## config.mk

```make
export PLATFORM = sky130hd
export DESIGN_NAME = pipe_adder
export DESIGN_NICKNAME = d
export VERILOG_FILES = /design/src/rtl/pipe_adder_pkg.sv /design/src/rtl/pipe_adder_stage.sv /design/src/rtl/pipe_adder.sv
export SDC_FILE = /design/constraint.sdc
export NUM_CORES = 1
export LEC_CHECK = 0
export CAP_MARGIN = 40
export CORE_MARGIN = 2
export CORE_UTILIZATION = 38
export DETAILED_ROUTE_END_ITERATION = 10
export PLACE_DENSITY_LB_ADDON = 0.05
export REMOVE_ABC_BUFFERS = 1
export SETUP_SLACK_MARGIN = 0.4
export SLEW_MARGIN = 20
export SYNTH_ARGS = -nofsm -noshare
export SYNTH_HDL_FRONTEND = slang
export SYNTH_HIERARCHICAL = 1
export SYNTH_SLANG_ARGS = --single-unit
```

## constraint.sdc

```tcl
create_clock -name clk -period 9.5 [get_ports clk]
set_clock_uncertainty 0.1 [all_clocks]
set_input_delay 0.95 -clock clk [delete_from_list [all_inputs] [get_ports clk]]
set_output_delay 0.95 -clock clk [all_outputs]
set_load 0.01 [all_outputs]
```

## src/rtl/pipe_adder_pkg.sv

```systemverilog
// Shared types and elaboration helpers for the pipelined slice adder.
package pipe_adder_pkg;

    localparam int DEFAULT_WIDTH = 32;
    localparam int DEFAULT_CHUNK = 8;

    // Returns 0 for an illegal width/chunk pair so the top can refuse to elaborate.
    function automatic int calc_stages(input int width, input int chunk);
        if (chunk <= 0 || width <= 0 || (width % chunk) != 0) begin
            return 0;
        end
        return width / chunk;
    endfunction

    typedef struct packed {
        logic                     carry;
        logic [DEFAULT_CHUNK-1:0] sum;
    } chunk_sum_t;

endpackage

```

## src/rtl/pipe_adder_stage.sv

```systemverilog
// One slice of the adder: adds its CHUNK-bit slice and holds the payload under backpressure.
module pipe_adder_stage
    import pipe_adder_pkg::*;
#(
    parameter int WIDTH = DEFAULT_WIDTH,
    parameter int CHUNK = DEFAULT_CHUNK,
    parameter int IDX   = 0
) (
    input  logic             clk,
    input  logic             rst_n,
    input  logic             up_valid,
    input  logic [WIDTH-1:0] up_a,
    input  logic [WIDTH-1:0] up_b,
    input  logic [WIDTH-1:0] up_sum,
    input  logic             up_carry,
    input  logic             down_adv,
    output logic             stage_vld,
    output logic [WIDTH-1:0] stage_a,
    output logic [WIDTH-1:0] stage_b,
    output logic [WIDTH-1:0] stage_sum,
    output logic             stage_carry,
    output logic             adv
);

    localparam int LO = IDX * CHUNK;
    localparam int SW = CHUNK + 1;

    typedef struct packed {
        logic             carry;
        logic [CHUNK-1:0] sum;
    } slice_t;

    slice_t           slice;
    logic [WIDTH-1:0] sum_next;

    always_comb begin
        slice = slice_t'({1'b0, up_a[LO +: CHUNK]} + {1'b0, up_b[LO +: CHUNK]} + SW'(up_carry));
    end

    // Lower slices come from earlier stages; bits above this slice are don't-care until filled.
    always_comb begin
        sum_next             = up_sum;
        sum_next[LO +: CHUNK] = slice.sum;
    end

    assign adv = !stage_vld || down_adv;

    always_ff @(posedge clk or negedge rst_n) begin
        if (!rst_n) begin
            stage_vld   <= 1'b0;
            stage_carry <= 1'b0;
            stage_sum   <= '0;
        end else if (adv) begin
            stage_vld   <= up_valid;
            stage_carry <= slice.carry;
            stage_sum   <= sum_next;
        end
    end

    always_ff @(posedge clk) begin
        if (adv) begin
            stage_a <= up_a;
            stage_b <= up_b;
        end
    end

endmodule

```

## src/rtl/pipe_adder.sv

```systemverilog
// Pipelined WIDTH-bit adder, one CHUNK-bit slice per stage, valid/ready on both sides.
module pipe_adder
    import pipe_adder_pkg::*;
#(
    parameter int WIDTH = DEFAULT_WIDTH,
    parameter int CHUNK = DEFAULT_CHUNK
) (
    input  logic             clk,
    input  logic             rst_n,
    input  logic             in_valid,
    output logic             in_ready,
    input  logic [WIDTH-1:0] a,
    input  logic [WIDTH-1:0] b,
    input  logic             cin,
    output logic             out_valid,
    input  logic             out_ready,
    output logic [WIDTH-1:0] s,
    output logic             cout
);

    localparam int STAGES = calc_stages(WIDTH, CHUNK);

    if (STAGES == 0) begin : g_bad_params
        $error("pipe_adder: WIDTH must be a positive multiple of CHUNK");
    end

    logic [STAGES-1:0] vld;
    logic [STAGES-1:0] adv;
    logic [STAGES-1:0] carry;
    logic [WIDTH-1:0]  a_pipe   [STAGES];
    logic [WIDTH-1:0]  b_pipe   [STAGES];
    logic [WIDTH-1:0]  sum_pipe [STAGES];

    for (genvar gi = 0; gi < STAGES; gi++) begin : g_stage
        logic             up_valid;
        logic [WIDTH-1:0] up_a;
        logic [WIDTH-1:0] up_b;
        logic [WIDTH-1:0] up_sum;
        logic             up_carry;
        logic             down_adv;

        if (gi == 0) begin : g_first
            assign up_valid = in_valid;
            assign up_a     = a;
            assign up_b     = b;
            assign up_sum   = '0;
            assign up_carry = cin;
        end else begin : g_chain
            assign up_valid = vld[gi-1];
            assign up_a     = a_pipe[gi-1];
            assign up_b     = b_pipe[gi-1];
            assign up_sum   = sum_pipe[gi-1];
            assign up_carry = carry[gi-1];
        end

        // An empty stage always advances, so bubbles collapse even while the output stalls.
        if (gi == STAGES - 1) begin : g_last
            assign down_adv = out_ready;
        end else begin : g_inner
            assign down_adv = adv[gi+1];
        end

        pipe_adder_stage #(
            .WIDTH (WIDTH),
            .CHUNK (CHUNK),
            .IDX   (gi)
        ) u_stage (
            .clk         (clk),
            .rst_n       (rst_n),
            .up_valid    (up_valid),
            .up_a        (up_a),
            .up_b        (up_b),
            .up_sum      (up_sum),
            .up_carry    (up_carry),
            .down_adv    (down_adv),
            .stage_vld   (vld[gi]),
            .stage_a     (a_pipe[gi]),
            .stage_b     (b_pipe[gi]),
            .stage_sum   (sum_pipe[gi]),
            .stage_carry (carry[gi]),
            .adv         (adv[gi])
        );
    end

    assign in_ready  = adv[0];
    assign out_valid = vld[STAGES-1];
    assign s         = sum_pipe[STAGES-1];
    assign cout      = carry[STAGES-1];

endmodule

```

==> report_table.html, run 1 <==
<table>
<tr><th>Metric</th><th>Value</th></tr>
<tr><th colspan="2">STA</th></tr>
<tr><td>Final Cycle Share</td><td>0.6629</td></tr>
<tr><td>Total of endpoints with negative setup slack in the final report</td><td>0</td></tr>
<tr><td>Final slew viol count</td><td>0</td></tr>
<tr><td>Final hold viol count</td><td>0</td></tr>
<tr><td>Worst slew margin relative to its limit</td><td>0.4879</td></tr>
<tr><td>Setup total negative slack</td><td>0 ps</td></tr>
<tr><td>RSZ-0062 raised after global routing</td><td>false</td></tr>
<tr><td>Timing-limited maximum frequency</td><td>158.8 MHz</td></tr>
<tr><td>Transition time of the tightest slew-check pin</td><td>766.5 ps</td></tr>
<tr><td>Final worst path period need</td><td>6297 ps</td></tr>
<tr><th colspan="2">Clock network</th></tr>
<tr><td>Gates resized, CTS repair</td><td>0</td></tr>
<tr><td>Postcts setup bufs</td><td>0</td></tr>
<tr><td>Insertion delay to the later sink of the worst-skew pair</td><td>420 ps</td></tr>
<tr><td>CTS Root Buffer Type</td><td>sky130_fd_sc_hd__clkbuf_16</td></tr>
<tr><td>Hold-fix buffer count after cts</td><td>0</td></tr>
<tr><td>CTS tree</td><td>yes</td></tr>
<tr><td>Number of clock sinks seen by CTS</td><td>184</td></tr>
<tr><td>Reg clk slew, reported paths</td><td>70 ps</td></tr>
<tr><td>Number of buffers created by CTS</td><td>17</td></tr>
<tr><td>Max Buffers Root-to-Sink</td><td>2</td></tr>
<tr><td>Level count of the clock H-tree</td><td>4</td></tr>
<tr><th colspan="2">Critical path</th></tr>
<tr><td>Worst-path maximum fanout</td><td>55</td></tr>
<tr><td>Depth of the most critical reg-to-reg path</td><td>16</td></tr>
<tr><td>Cell-by-cell listing of the critical path</td><td>clkdlybuf4s50_1, nor2b_4, buf_12, inv_1, buf_8, nor2b_4, inv_1, nor2b_1, buf_4, inv_2, buf_12, nor2b_1, inv_2, buf_4, clkdlybuf4s50_1</td></tr>
<tr><td>Critical register-to-register path startpoint</td><td>g_stage[3].u_stage/stage_vld$_DFFE_PN0P_</td></tr>
<tr><td>Slowest library cell on the worst path</td><td>sky130_fd_sc_hd__nor2b_4</td></tr>
<tr><td>Buffers and inverters on the worst path</td><td>11</td></tr>
<tr><td>Required time at the endpoint of the critical path</td><td>8450 ps</td></tr>
<tr><td>Crit path capture type</td><td>output pin</td></tr>
<tr><td>Nature of the critical path startpoint</td><td>primary input</td></tr>
<tr><td>Delay-heaviest family, CP</td><td>buffers and inverters</td></tr>
<tr><td>Reg-to-reg setup timing slack</td><td>5210 ps</td></tr>
<tr><td>Arrival time reported for the critical path endpoint</td><td>5250 ps</td></tr>
<tr><td>Endpoint of the lowest-slack register-to-register path</td><td>g_stage[0].u_stage/stage_carry$_DFFE_PN0P_</td></tr>
<tr><td>Critical path type</td><td>in2out</td></tr>
<tr><td>Maximum single-stage delay on the critical path</td><td>610 ps</td></tr>
<tr><th colspan="2">Cells and area</th></tr>
<tr><td>Antenna diode count</td><td>0</td></tr>
<tr><td>Area growth from synthesis to layout</td><td>25.00%</td></tr>
<tr><td>Leading cell type in the layout, fill and taps excluded</td><td>sky130_fd_sc_hd__nand2_1</td></tr>
<tr><td>Commonest non-fill, non-tap cells in the layout</td><td>sky130_fd_sc_hd__nand2_1 (191), sky130_fd_sc_hd__clkdlybuf4s50_1 (102), sky130_fd_sc_hd__edfxtp_1 (96)</td></tr>
<tr><td>Share of final-layout standard cells stronger than drive strength 1</td><td>0.07639</td></tr>
<tr><td>Final-stage net count</td><td>812</td></tr>
<tr><td>Post-Layout Cell Count</td><td>985</td></tr>
<tr><th colspan="2">Route</th></tr>
<tr><td>Number of vias per cell after detailed routing</td><td>4.802</td></tr>
<tr><td>DRC violation total after the first TritonRoute iteration</td><td>198</td></tr>
<tr><td>Iteration count of the initial detailed-routing pass</td><td>4</td></tr>
<tr><td>Final routed wirelength across all metal layers</td><td>13960 um</td></tr>
<tr><td>Average wire length per cell after detail routing</td><td>14.17 um</td></tr>
<tr><td>Number of nets with antenna violations after routing</td><td>0</td></tr>
<tr><td>DRC errors left</td><td>0</td></tr>
<tr><td>Routed via count</td><td>4730</td></tr>
<tr><th colspan="2">Floorplan</th></tr>
<tr><td>I/O pin count</td><td>104</td></tr>
<tr><td>Standard-cell rows</td><td>51</td></tr>
<tr><td>Chip height</td><td>145.4 um</td></tr>
<tr><td>Core outline area</td><td>0.01953 mm^2</td></tr>
<tr><td>Die area</td><td>0.02115 mm^2</td></tr>
<tr><td>Width of the die</td><td>145.4 um</td></tr>
<tr><td>Initial cell density of the core</td><td>0.3893</td></tr>
<tr><th colspan="2">Placement</th></tr>
<tr><td>HPWL after detailed placement</td><td>9828 um</td></tr>
<tr><td>Cell count after placement</td><td>953</td></tr>
<tr><td>Placer Congestion</td><td>0.7683</td></tr>
<tr><td>Count of buffers inserted at the top-level ports</td><td>103</td></tr>
<tr><th colspan="2">Global routing</th></tr>
<tr><td>Pin count of the biggest net entering global routing</td><td>56</td></tr>
<tr><td>GRT overflow</td><td>0</td></tr>
<tr><td>Antenna violations before repair</td><td>0</td></tr>
<tr><td>Number of global-route vias before repair</td><td>4857</td></tr>
<tr><td>First-pass GRT wire length</td><td>23710 um</td></tr>
<tr><td>GRT Util Overall</td><td>0.1398</td></tr>
<tr><th colspan="2">Pwr</th></tr>
<tr><td>Maximum VDD drop</td><td>0.1336 mV</td></tr>
<tr><td>PD cells</td><td>240.5 mW/mm^2</td></tr>
<tr><td>Leak pwr</td><td>3.951 nW</td></tr>
<tr><th colspan="2">Synthesis</th></tr>
<tr><td>Cell area after synthesis</td><td>0.007602 mm^2</td></tr>
<tr><td>Syn. warnings</td><td>6</td></tr>
<tr><td>Number of cells produced by synthesis</td><td>606</td></tr>
<tr><td>Mean instance size in the synthesized netlist</td><td>12.55 um^2</td></tr>
<tr><th colspan="2">Status</th></tr>
<tr><td>Run status</td><td>finished, final reports clean</td></tr>
<tr><th colspan="2">Hold path</th></tr>
<tr><td>Hold crit path type</td><td>in2async</td></tr>
<tr><th colspan="2">Job</th></tr>
<tr><td>Number of max-cap violations</td><td>0</td></tr>
</table>
how the worst max path moves through the flow:
stage              start        to  slack, ps  cells past startpoint
2_1_floorplan  out_ready  in_ready        130                      8
3_3_place_gp   out_ready  in_ready       2420                     12
3_5_place_dp   out_ready  in_ready       3130                     15
4_1_cts        out_ready  in_ready       3120                     15
5_1_grt        out_ready  in_ready       2790                     15
6_report       out_ready  in_ready       3200                     15
layout make-up:
| class | count | area, um^2 |
|---|---|---|
| clock buffers | 17 | 425.4 |
| clock inverters | 15 | 137.6 |
| fillers | 1793 | 10020 |
| inverters | 6 | 22.52 |
| multi-input cells | 386 | 2360 |
| flip-flops and latches | 184 | 5085 |
| well taps | 265 | 331.6 |
| repair buffers | 112 | 1141 |
where the power goes:
| group | total (mW) | internal [mW] | switching (mW) | leakage (nW) |
|---|---|---|---|---|
| registers | 1.11 | 1.02 | 0.0929 | 2.04 |
| clock network | 0.665 | 0.347 | 0.318 | 0.269 |
| logic | 0.507 | 0.258 | 0.249 | 1.64 |
| total | 2.29 | 1.63 | 0.660 | 3.95 |
routing by layer:
| layer | GRT usage | up-vias | part of all wire |
|---|---|---|---|
| met1 | 0.1756 | 2324 | 0.45 |
| met5 | 0 | - | 0 |
| li1 | - | 2323 | - |
| met4 | 0.05637 | 0 | 0.015 |
| met3 | 0.02821 | 14 | 0.031 |
| met2 | 0.2379 | 69 | 0.50 |
worst reg2reg max path, cell delays in order (launching register included):
cell and delay (ps):
sky130_fd_sc_hd__dfrtp_1 350, sky130_fd_sc_hd__nor2b_4 290, sky130_fd_sc_hd__buf_12 230, sky130_fd_sc_hd__inv_1 280, sky130_fd_sc_hd__buf_8 260, sky130_fd_sc_hd__nor2b_4 620
sky130_fd_sc_hd__inv_1 140, sky130_fd_sc_hd__nor2b_1 140, sky130_fd_sc_hd__buf_4 250, sky130_fd_sc_hd__inv_2 260, sky130_fd_sc_hd__buf_12 260, sky130_fd_sc_hd__nor2b_1 190
sky130_fd_sc_hd__inv_2 40, sky130_fd_sc_hd__buf_4 330, sky130_fd_sc_hd__nand2b_1 220, sky130_fd_sc_hd__o22a_1 160, sky130_fd_sc_hd__o31a_1 130
state kept, by name (all words and copies together), names as in the netlist:
register	flops
g_stage.u_stage/stage_sum	80
g_stage.u_stage/stage_a	48
g_stage.u_stage/stage_b	48
g_stage.u_stage/stage_carry	4
g_stage.u_stage/stage_vld	4
per-stage QoR:
step	power [mW]	cell area, um^2	hold WS [ps]	setup WS, ps	util
2_1_floorplan	1.393	7452	300.3	127.9	-
3_3_place_gp	1.632	8865	301.1	2418	0.4540
3_5_place_dp	1.649	8940	304.5	3134	0.4578
4_1_cts	2.323	9503	274.1	3119	0.4867
5_1_grt	2.422	9503	284.3	2790	0.4867
6_report	2.286	9503	287.7	3203	0.4867
Power figures use the tool's default switching activity.
==> inputs of run 2 (changes only) <==
Clock period 9.5 ns to 5.4 ns, I/O delays scaled along.
==> report_table.html, run 2 (synthesized netlist as in run 1, its figures left out) <==
<table>
<tr><th>Metric</th><th>Value</th></tr>
<tr><th colspan="2">Status</th></tr>
<tr><td>Run status</td><td>finished, final reports clean (unchanged)</td></tr>
<tr><th colspan="2">Global routing</th></tr>
<tr><td>GRT overflow</td><td>0 (unchanged)</td></tr>
<tr><td>Number of global-route vias before repair</td><td>4678 (was 4857)</td></tr>
<tr><td>First-pass GRT wire length</td><td>23380 um (was 23710 um)</td></tr>
<tr><td>GRT Util Overall</td><td>0.1392 (was 0.1398)</td></tr>
<tr><td>Antenna violations before repair</td><td>0 (unchanged)</td></tr>
<tr><td>Pin count of the biggest net entering global routing</td><td>57 (was 56)</td></tr>
<tr><th colspan="2">Clock network</th></tr>
<tr><td>Reg clk slew, reported paths</td><td>80 ps (was 70 ps)</td></tr>
<tr><td>Number of buffers created by CTS</td><td>17 (unchanged)</td></tr>
<tr><td>Postcts setup bufs</td><td>0 (unchanged)</td></tr>
<tr><td>Max Buffers Root-to-Sink</td><td>2 (unchanged)</td></tr>
<tr><td>CTS Root Buffer Type</td><td>sky130_fd_sc_hd__clkbuf_16 (unchanged)</td></tr>
<tr><td>Number of clock sinks seen by CTS</td><td>184 (unchanged)</td></tr>
<tr><td>CTS tree</td><td>yes (unchanged)</td></tr>
<tr><td>Insertion delay to the later sink of the worst-skew pair</td><td>430 ps (was 420 ps)</td></tr>
<tr><td>Level count of the clock H-tree</td><td>4 (unchanged)</td></tr>
<tr><th colspan="2">Cells and area</th></tr>
<tr><td>Flip-flop count of the largest register, all copies and words added</td><td>80 (unchanged)</td></tr>
<tr><td>Area growth from synthesis to layout</td><td>25.16% (was 25.00%)</td></tr>
<tr><td>Antenna diode count</td><td>0 (unchanged)</td></tr>
<tr><td>Register ranked first by flip-flop count</td><td>g_stage.u_stage/stage_sum (unchanged)</td></tr>
<tr><td>Leading cell type in the layout, fill and taps excluded</td><td>sky130_fd_sc_hd__nand2_1 (unchanged)</td></tr>
<tr><td>Final-stage net count</td><td>814 (was 812)</td></tr>
<tr><td>Share of final-layout standard cells stronger than drive strength 1</td><td>0.07756 (was 0.07639)</td></tr>
<tr><td>Commonest non-fill, non-tap cells in the layout</td><td>sky130_fd_sc_hd__nand2_1 (191), sky130_fd_sc_hd__clkdlybuf4s50_1 (102), sky130_fd_sc_hd__edfxtp_1 (96) (unchanged)</td></tr>
<tr><td>Utilization after layout</td><td>0.4873 (was 0.4867)</td></tr>
<tr><td>Filler instances</td><td>1813 (was 1793)</td></tr>
<tr><td>Top Registers</td><td>g_stage.u_stage/stage_sum (80), g_stage.u_stage/stage_a (48), g_stage.u_stage/stage_b (48) (unchanged)</td></tr>
<tr><th colspan="2">Critical path</th></tr>
<tr><td>CP Depth</td><td>13 (was 15)</td></tr>
<tr><td>Depth of the most critical reg-to-reg path</td><td>15 (was 16)</td></tr>
<tr><td>Nature of the critical path startpoint</td><td>primary input (unchanged)</td></tr>
<tr><td>Reg-to-reg setup timing slack</td><td>2090 ps (was 5210 ps)</td></tr>
<tr><td>Maximum single-stage delay on the critical path</td><td>480 ps (was 610 ps)</td></tr>
<tr><td>Most numerous cell on the critical path</td><td>sky130_fd_sc_hd__buf_4</td></tr>
<tr><td>Cell-by-cell listing of the critical path</td><td>clkdlybuf4s50_1, nor2b_4, buf_4, inv_1, nor2b_4, buf_4, inv_1, nor2b_1, buf_4, inv_2, nor2b_1, inv_2, clkdlybuf4s50_1 (was clkdlybuf4s50_1, nor2b_4, buf_12, inv_1, buf_8, nor2b_4, inv_1, nor2b_1, buf_4, inv_2, buf_12, nor2b_1, inv_2, buf_4, clkdlybuf4s50_1)</td></tr>
<tr><td>Worst-path maximum fanout</td><td>43 (was 55)</td></tr>
<tr><td>Required time at the endpoint of the critical path</td><td>4760 ps (was 8450 ps)</td></tr>
<tr><td>Arrival time reported for the critical path endpoint</td><td>3430 ps (was 5250 ps)</td></tr>
<tr><td>Critical register-to-register path startpoint</td><td>g_stage[3].u_stage/stage_vld$_DFFE_PN0P_ (unchanged)</td></tr>
<tr><td>Endpoint of the lowest-slack register-to-register path</td><td>g_stage[0].u_stage/stage_carry$_DFFE_PN0P_ (unchanged)</td></tr>
<tr><td>Crit path capture type</td><td>output pin (unchanged)</td></tr>
<tr><td>Delay-heaviest family, CP</td><td>buffers and inverters (unchanged)</td></tr>
<tr><td>Buffers and inverters on the worst path</td><td>9 (was 11)</td></tr>
<tr><td>Slowest library cell on the worst path</td><td>sky130_fd_sc_hd__clkdlybuf4s50_1 (was sky130_fd_sc_hd__nor2b_4)</td></tr>
<tr><td>Critical path type</td><td>in2out (unchanged)</td></tr>
<tr><th colspan="2">Hold path</th></tr>
<tr><td>Hold crit path type</td><td>reg2reg (was in2async)</td></tr>
<tr><td>WHS Endpoint</td><td>g_stage[2].u_stage/stage_a[28]$_DFFE_PP_</td></tr>
<tr><td>Depth of the worst hold-timing path</td><td>0</td></tr>
<tr><td>Critical hold path startpoint</td><td>g_stage[1].u_stage/stage_a[28]$_DFFE_PP_</td></tr>
<tr><th colspan="2">Route</th></tr>
<tr><td>DRC violation total after the first TritonRoute iteration</td><td>283 (was 198)</td></tr>
<tr><td>Final routed wirelength across all metal layers</td><td>14040 um (was 13960 um)</td></tr>
<tr><td>WL met2</td><td>6849 um (was 6988 um)</td></tr>
<tr><td>Sum of met3 wire segment lengths after detailed routing</td><td>460 um (was 428 um)</td></tr>
<tr><td>Iteration count of the initial detailed-routing pass</td><td>4 (unchanged)</td></tr>
<tr><td>Sum of routed wire segments on met1</td><td>6564 um (was 6333 um)</td></tr>
<tr><td>Routed via count</td><td>4657 (was 4730)</td></tr>
<tr><td>Highest metal layer with signal wires</td><td>met4 (unchanged)</td></tr>
<tr><td>Number of nets with antenna violations after routing</td><td>0 (unchanged)</td></tr>
<tr><td>DRC errors left</td><td>0 (unchanged)</td></tr>
<tr><td>Number of vias per cell after detailed routing</td><td>4.718 (was 4.802)</td></tr>
<tr><td>Average wire length per cell after detail routing</td><td>14.22 um (was 14.17 um)</td></tr>
<tr><th colspan="2">Pwr</th></tr>
<tr><td>PD cells</td><td>426.6 mW/mm^2 (was 240.5 mW/mm^2)</td></tr>
<tr><td>Leak pwr</td><td>3.963 nW (was 3.951 nW)</td></tr>
<tr><td>Maximum VDD drop</td><td>0.2112 mV (was 0.1336 mV)</td></tr>
<tr><td>Tot Pwr</td><td>4.060 mW (was 2.286 mW)</td></tr>
<tr><th colspan="2">STA</th></tr>
<tr><td>Transition time of the tightest slew-check pin</td><td>704.2 ps (was 766.5 ps)</td></tr>
<tr><td>Worst slew margin relative to its limit</td><td>0.5305 (was 0.4879)</td></tr>
<tr><td>Total of endpoints with negative setup slack in the final report</td><td>0 (unchanged)</td></tr>
<tr><td>Final slew viol count</td><td>0 (unchanged)</td></tr>
<tr><td>Final Cycle Share</td><td>0.7539</td></tr>
<tr><td>Timing-limited maximum frequency</td><td>245.6 MHz</td></tr>
<tr><td>Final worst path period need</td><td>4071 ps</td></tr>
<tr><td>Final hold viol count</td><td>0 (unchanged)</td></tr>
<tr><td>RSZ-0062 raised after global routing</td><td>false (unchanged)</td></tr>
<tr><th colspan="2">Floorplan</th></tr>
<tr><td>I/O pin count</td><td>104 (unchanged)</td></tr>
<tr><td>Standard-cell rows</td><td>51 (unchanged)</td></tr>
<tr><td>Chip height</td><td>145.4 um (unchanged)</td></tr>
<tr><td>Die area</td><td>0.02115 mm^2 (unchanged)</td></tr>
<tr><td>Width of the die</td><td>145.4 um (unchanged)</td></tr>
<tr><td>Initial cell density of the core</td><td>0.3893 (unchanged)</td></tr>
<tr><td>Core outline area</td><td>0.01953 mm^2 (unchanged)</td></tr>
<tr><th colspan="2">Placement</th></tr>
<tr><td>Count of buffers inserted at the top-level ports</td><td>103 (unchanged)</td></tr>
<tr><td>HPWL after detailed placement</td><td>9681 um (was 9828 um)</td></tr>
<tr><td>Placer Congestion</td><td>0.7820 (was 0.7683)</td></tr>
<tr><th colspan="2">Job</th></tr>
<tr><td>Number of max-cap violations</td><td>0 (unchanged)</td></tr>
</table>
==> run 2: changes by cell type in the layout (fill, tap and decap cells not counted) <==
cell | previous run | this run
sky130_fd_sc_hd__buf_16 | 0 | 1
sky130_fd_sc_hd__clkinv_4 | 4 | 3
sky130_fd_sc_hd__buf_8 | 1 | 0
sky130_fd_sc_hd__bufinv_16 | 0 | 1
sky130_fd_sc_hd__dlygate4sd3_1 | 0 | 1
sky130_fd_sc_hd__clkinvlp_4 | 3 | 2
sky130_fd_sc_hd__buf_4 | 6 | 10
sky130_fd_sc_hd__inv_8 | 4 | 3
sky130_fd_sc_hd__buf_12 | 3 | 0
sky130_fd_sc_hd__inv_6 | 4 | 6
==> run 2: per-stage QoR <==
step / cells / hold WS (ps) / TNS [ps] / cell area (um^2) / worst slack (ps)
after floorplan: 576 / 144.4 / -257360 / 7452 / -3189
after global placement: 953 / 248.5 / 0 / 8895 / 1339
after detailed placement: 954 / 250.3 / 0 / 8922 / 1303
after CTS: 987 / 312.5 / 0 / 9515 / 1288
after global routing: 987 / 314.2 / 0 / 9515 / 1068
final: 987 / 308.0 / 0 / 9515 / 1329
==> run 2: routing by layer <==
metal  up-vias  GRT usage
li1       2321          -
met1      2247     0.1799
met5         -          0
met2        76     0.2327
met3        13    0.03636
met4         0    0.04020
==> run 2: how the worst max path moves through the flow <==
stage	from	to	slack, ps
4_1_cts	out_ready	in_ready	1290
2_1_floorplan	out_ready	g_stage[0].u_stage/stage_carry$_DFFE_PN0P_	-3190
6_report	out_ready	in_ready	1330
3_3_place_gp	out_ready	in_ready	1340
5_1_grt	out_ready	in_ready	1070
3_5_place_dp	out_ready	in_ready	1300
==> run 2: repair_timing <==
item	4_1_cts	5_1_grt
hold buffers	1	0
resized for setup	0	0
hold endpoints to repair	5	0
==> run 2: layout make-up <==
cell class	count	area [um^2]	area share
inverter	6	22.52	0.002367
clock buffer	17	425.4	0.04471
tap	265	331.6	0.03485
timing repair buffer	114	1134	0.1191
multi-input combinational	386	2360	0.2480
sequential	184	5085	0.5344
clock inverter	15	157.7	0.01657
==> run 2: power breakdown <==
part / switching (mW) / internal [mW] / leakage (nW)
combinational: 0.439 / 0.450 / 1.64
clock: 0.563 / 0.656 / 0.282
sequential: 0.154 / 1.80 / 2.04
total: 1.16 / 2.90 / 3.96
==> inputs of run 3 (changes only) <==
Clock period 5.4 ns to 4.2 ns, I/O delays scaled along.
==> report_table.html, run 3 (synthesized netlist as in run 1, its figures left out) <==
<table>
<tr><th>Metric</th><th>Value</th></tr>
<tr><th colspan="2">Status</th></tr>
<tr><td>Run status</td><td>finished, final reports clean (unchanged)</td></tr>
<tr><th colspan="2">Critical path</th></tr>
<tr><td>Delay-heaviest family, CP</td><td>buffers and inverters (unchanged)</td></tr>
<tr><td>Nature of the critical path startpoint</td><td>primary input (unchanged)</td></tr>
<tr><td>CP Depth</td><td>11 (was 13)</td></tr>
<tr><td>Worst-path maximum fanout</td><td>20 (was 43)</td></tr>
<tr><td>Crit path capture type</td><td>output pin (unchanged)</td></tr>
<tr><td>Maximum single-stage delay on the critical path</td><td>480 ps (about the same)</td></tr>
<tr><td>Cell-by-cell listing of the critical path</td><td>clkdlybuf4s50_1, nor2b_4, inv_1, nor2b_4, inv_1, nor2b_1, buf_4, inv_2, nor2b_1, inv_2, clkdlybuf4s50_1 (was clkdlybuf4s50_1, nor2b_4, buf_4, inv_1, nor2b_4, buf_4, inv_1, nor2b_1, buf_4, inv_2, nor2b_1, inv_2, clkdlybuf4s50_1)</td></tr>
<tr><td>Buffers and inverters on the worst path</td><td>7 (was 9)</td></tr>
<tr><td>Arrival time reported for the critical path endpoint</td><td>2410 ps (was 3430 ps)</td></tr>
<tr><td>Critical path type</td><td>in2out (unchanged)</td></tr>
<tr><td>Required time at the endpoint of the critical path</td><td>3680 ps (was 4760 ps)</td></tr>
<tr><td>Depth of the most critical reg-to-reg path</td><td>6 (was 15)</td></tr>
<tr><td>Slowest library cell on the worst path</td><td>sky130_fd_sc_hd__clkdlybuf4s50_1 (unchanged)</td></tr>
<tr><th colspan="2">Pwr</th></tr>
<tr><td>Internal Pwr Total</td><td>3.842 mW (was 2.903 mW)</td></tr>
<tr><td>Tot Pwr</td><td>5.303 mW (was 4.060 mW)</td></tr>
<tr><td>Net switching component of the power</td><td>1.461 mW (was 1.156 mW)</td></tr>
<tr><td>Fraction of power spent switching nets</td><td>0.2755 (was 0.2848)</td></tr>
<tr><td>Leak pwr</td><td>3.982 nW (was 3.963 nW)</td></tr>
<tr><td>Share of total power in the clock network</td><td>0.312 (was 0.300)</td></tr>
<tr><td>Gate power share</td><td>0.217 (was 0.219)</td></tr>
<tr><td>Sequential share of power</td><td>0.471 (was 0.481)</td></tr>
<tr><td>Maximum VDD drop</td><td>0.3063 mV (was 0.2112 mV)</td></tr>
<tr><td>PD cells</td><td>555.5 mW/mm^2 (was 426.6 mW/mm^2)</td></tr>
<tr><th colspan="2">Job</th></tr>
<tr><td>Number of max-cap violations</td><td>0 (unchanged)</td></tr>
<tr><th colspan="2">Placement</th></tr>
<tr><td>Post-Place Worst Slack</td><td>1220 ps (was 1303 ps)</td></tr>
<tr><td>Count of buffers inserted at the top-level ports</td><td>103 (unchanged)</td></tr>
<tr><td>Placer Congestion</td><td>0.7753 (was 0.7820)</td></tr>
<tr><td>Dpl cell area</td><td>0.008895 mm^2 (was 0.008922 mm^2)</td></tr>
<tr><td>HPWL after detailed placement</td><td>9577 um (was 9681 um)</td></tr>
<tr><th colspan="2">Clock network</th></tr>
<tr><td>CTS tree</td><td>yes (unchanged)</td></tr>
<tr><td>CTS Root Buffer Type</td><td>sky130_fd_sc_hd__clkbuf_16 (unchanged)</td></tr>
<tr><td>Reg clk slew, reported paths</td><td>60 ps (was 80 ps)</td></tr>
<tr><td>Gates resized, CTS repair</td><td>0 (unchanged)</td></tr>
<tr><td>Level count of the clock H-tree</td><td>4 (unchanged)</td></tr>
<tr><td>Number of clock sinks seen by CTS</td><td>184 (unchanged)</td></tr>
<tr><td>Insertion delay to the later sink of the worst-skew pair</td><td>430 ps (about the same)</td></tr>
<tr><td>Number of buffers created by CTS</td><td>17 (unchanged)</td></tr>
<tr><td>Max Buffers Root-to-Sink</td><td>2 (unchanged)</td></tr>
<tr><th colspan="2">Route</th></tr>
<tr><td>DRC errors left</td><td>0 (unchanged)</td></tr>
<tr><td>Number of nets with antenna violations after routing</td><td>0 (unchanged)</td></tr>
<tr><td>Iteration count of the initial detailed-routing pass</td><td>4 (unchanged)</td></tr>
<tr><td>Routed via count</td><td>4642 (was 4657)</td></tr>
<tr><td>DRC violation total after the first TritonRoute iteration</td><td>254 (was 283)</td></tr>
<tr><td>Final routed wirelength across all metal layers</td><td>14270 um (was 14040 um)</td></tr>
<tr><td>Number of vias per cell after detailed routing</td><td>4.703 (was 4.718)</td></tr>
<tr><td>Average wire length per cell after detail routing</td><td>14.45 um (was 14.22 um)</td></tr>
<tr><th colspan="2">Global routing</th></tr>
<tr><td>Antenna violations before repair</td><td>0 (unchanged)</td></tr>
<tr><td>GRT overflow</td><td>0 (unchanged)</td></tr>
<tr><td>First-pass GRT wire length</td><td>23720 um (was 23380 um)</td></tr>
<tr><td>Pin count of the biggest net entering global routing</td><td>63 (was 57)</td></tr>
<tr><td>GRT Util Overall</td><td>0.1416 (was 0.1392)</td></tr>
<tr><td>Number of global-route vias before repair</td><td>4711 (was 4678)</td></tr>
<tr><th colspan="2">Cells and area</th></tr>
<tr><td>Flip-flop count of the largest register, all copies and words added</td><td>80 (unchanged)</td></tr>
<tr><td>Top Registers</td><td>g_stage.u_stage/stage_sum (80), g_stage.u_stage/stage_a (48), g_stage.u_stage/stage_b (48) (unchanged)</td></tr>
<tr><td>Multi-input gate area</td><td>0.002360 mm^2 (unchanged)</td></tr>
<tr><td>Filler instances</td><td>1789 (was 1813)</td></tr>
<tr><td>Register ranked first by flip-flop count</td><td>g_stage.u_stage/stage_sum (unchanged)</td></tr>
<tr><td>Commonest non-fill, non-tap cells in the layout</td><td>sky130_fd_sc_hd__nand2_1 (191), sky130_fd_sc_hd__clkdlybuf4s50_1 (102), sky130_fd_sc_hd__edfxtp_1 (96) (unchanged)</td></tr>
<tr><td>Cell area after layout</td><td>0.009547 mm^2 (was 0.009515 mm^2)</td></tr>
<tr><td>Area growth from synthesis to layout</td><td>25.58% (was 25.16%)</td></tr>
<tr><td>Final-stage net count</td><td>814 (unchanged)</td></tr>
<tr><td>Area taken by flip-flops and latches</td><td>0.005085 mm^2 (unchanged)</td></tr>
<tr><td>Leading cell type in the layout, fill and taps excluded</td><td>sky130_fd_sc_hd__nand2_1 (unchanged)</td></tr>
<tr><td>Antenna diode count</td><td>0 (unchanged)</td></tr>
<tr><td>Share of final-layout standard cells stronger than drive strength 1</td><td>0.07756 (unchanged)</td></tr>
<tr><th colspan="2">STA</th></tr>
<tr><td>RSZ-0062 raised after global routing</td><td>false (unchanged)</td></tr>
<tr><td>Timing-limited maximum frequency</td><td>341.7 MHz</td></tr>
<tr><td>Worst slew margin relative to its limit</td><td>0.5235 (was 0.5305)</td></tr>
<tr><td>Final Cycle Share</td><td>0.6968</td></tr>
<tr><td>Transition time of the tightest slew-check pin</td><td>714.8 ps (was 704.2 ps)</td></tr>
<tr><td>Final worst path period need</td><td>2927 ps</td></tr>
<tr><td>Total of endpoints with negative setup slack in the final report</td><td>0 (unchanged)</td></tr>
<tr><td>Post-route setup slack</td><td>1273 ps (was 1329 ps)</td></tr>
<tr><td>Final hold viol count</td><td>0 (unchanged)</td></tr>
<tr><td>Final slew viol count</td><td>0 (unchanged)</td></tr>
<tr><th colspan="2">Floorplan</th></tr>
<tr><td>I/O pin count</td><td>104 (unchanged)</td></tr>
<tr><td>Chip height</td><td>145.4 um (unchanged)</td></tr>
<tr><td>Width of the die</td><td>145.4 um (unchanged)</td></tr>
<tr><td>Core outline area</td><td>0.01953 mm^2 (unchanged)</td></tr>
<tr><td>Standard-cell rows</td><td>51 (unchanged)</td></tr>
<tr><td>Initial cell density of the core</td><td>0.3893 (unchanged)</td></tr>
<tr><td>Die area</td><td>0.02115 mm^2 (unchanged)</td></tr>
<tr><th colspan="2">Hold path</th></tr>
<tr><td>Hold crit path type</td><td>in2async (was reg2reg)</td></tr>
</table>
==> run 3: layer usage <==
layer | vias to the layer above | wire length [um] | GRT usage
met5 | - | 0 | 0
met4 | 0 | 166 | 0.04559
met3 | 12 | 550 | 0.03511
met2 | 90 | 7095 | 0.2396
met1 | 2216 | 6453 | 0.1797
li1 | 2324 | - | -
==> run 3: worst paths after layout <==
kind	startpoint	slack, ps	to
worst min register to register	g_stage[1].u_stage/stage_b[27]$_DFFE_PP_	310	g_stage[2].u_stage/stage_b[27]$_DFFE_PP_
min in group clk	g_stage[1].u_stage/stage_b[27]$_DFFE_PP_	310	g_stage[2].u_stage/stage_b[27]$_DFFE_PP_
worst max-delay path	out_ready	1270	in_ready
worst max register to register	g_stage[2].u_stage/stage_a[24]$_DFFE_PP_	1640	g_stage[3].u_stage/stage_carry$_DFFE_PN0P_
max in group asynchronous	rst_n	3120	g_stage[2].u_stage/stage_sum[6]$_DFFE_PN0P_
worst min-delay path	rst_n	270	g_stage[3].u_stage/stage_sum[2]$_DFFE_PN0P_
==> run 3: cell type report <==
type	count	area share
clock buffers	17	0.04456
clock inverters	15	0.01979
inverters	6	0.002359
multi-input cells	386	0.2472
flip-flops and latches	184	0.5326
well taps	265	0.03473
repair buffers	114	0.1187
==> run 3: power groups by stage <==
stage / combinational, mW / sequential [mW] / clock (mW)
global route: 1.29 / 2.55 / 1.79
CTS: 1.17 / 2.51 / 1.71
detailed placement: 1.16 / 2.54 / 0
finish: 1.15 / 2.50 / 1.66
floorplan: 0.601 / 2.55 / 0
global placement: 1.14 / 2.54 / 0
==> run 3: what timing repair did <==
action                                  CTS  global route
hold endpoints to repair                  0             6
endpoints found under the setup margin    0             0
hold buffers                              0             1
setup buffers                             0             0
==> run 3: worst reg2reg max path: stages (launching register included) <==
cell and delay [ps]:
sky130_fd_sc_hd__edfxtp_1 400, sky130_fd_sc_hd__fa_1 520, sky130_fd_sc_hd__fa_1 470, sky130_fd_sc_hd__a211oi_2 290, sky130_fd_sc_hd__nor2_1 110, sky130_fd_sc_hd__o31a_1 280, sky130_fd_sc_hd__o31a_1 280
==> run 3: stage by stage <==
stage | hold slack, ps | util | instances | setup TNS [ps]
floorplan | 24.41 | - | 576 | -416820
global placement | 303.2 | 0.4555 | 953 | 0
detailed placement | 304.5 | 0.4555 | 953 | 0
CTS | 20.63 | 0.4870 | 985 | 0
global route | 271.7 | 0.4889 | 987 | 0
finish | 274.4 | 0.4889 | 987 | 0
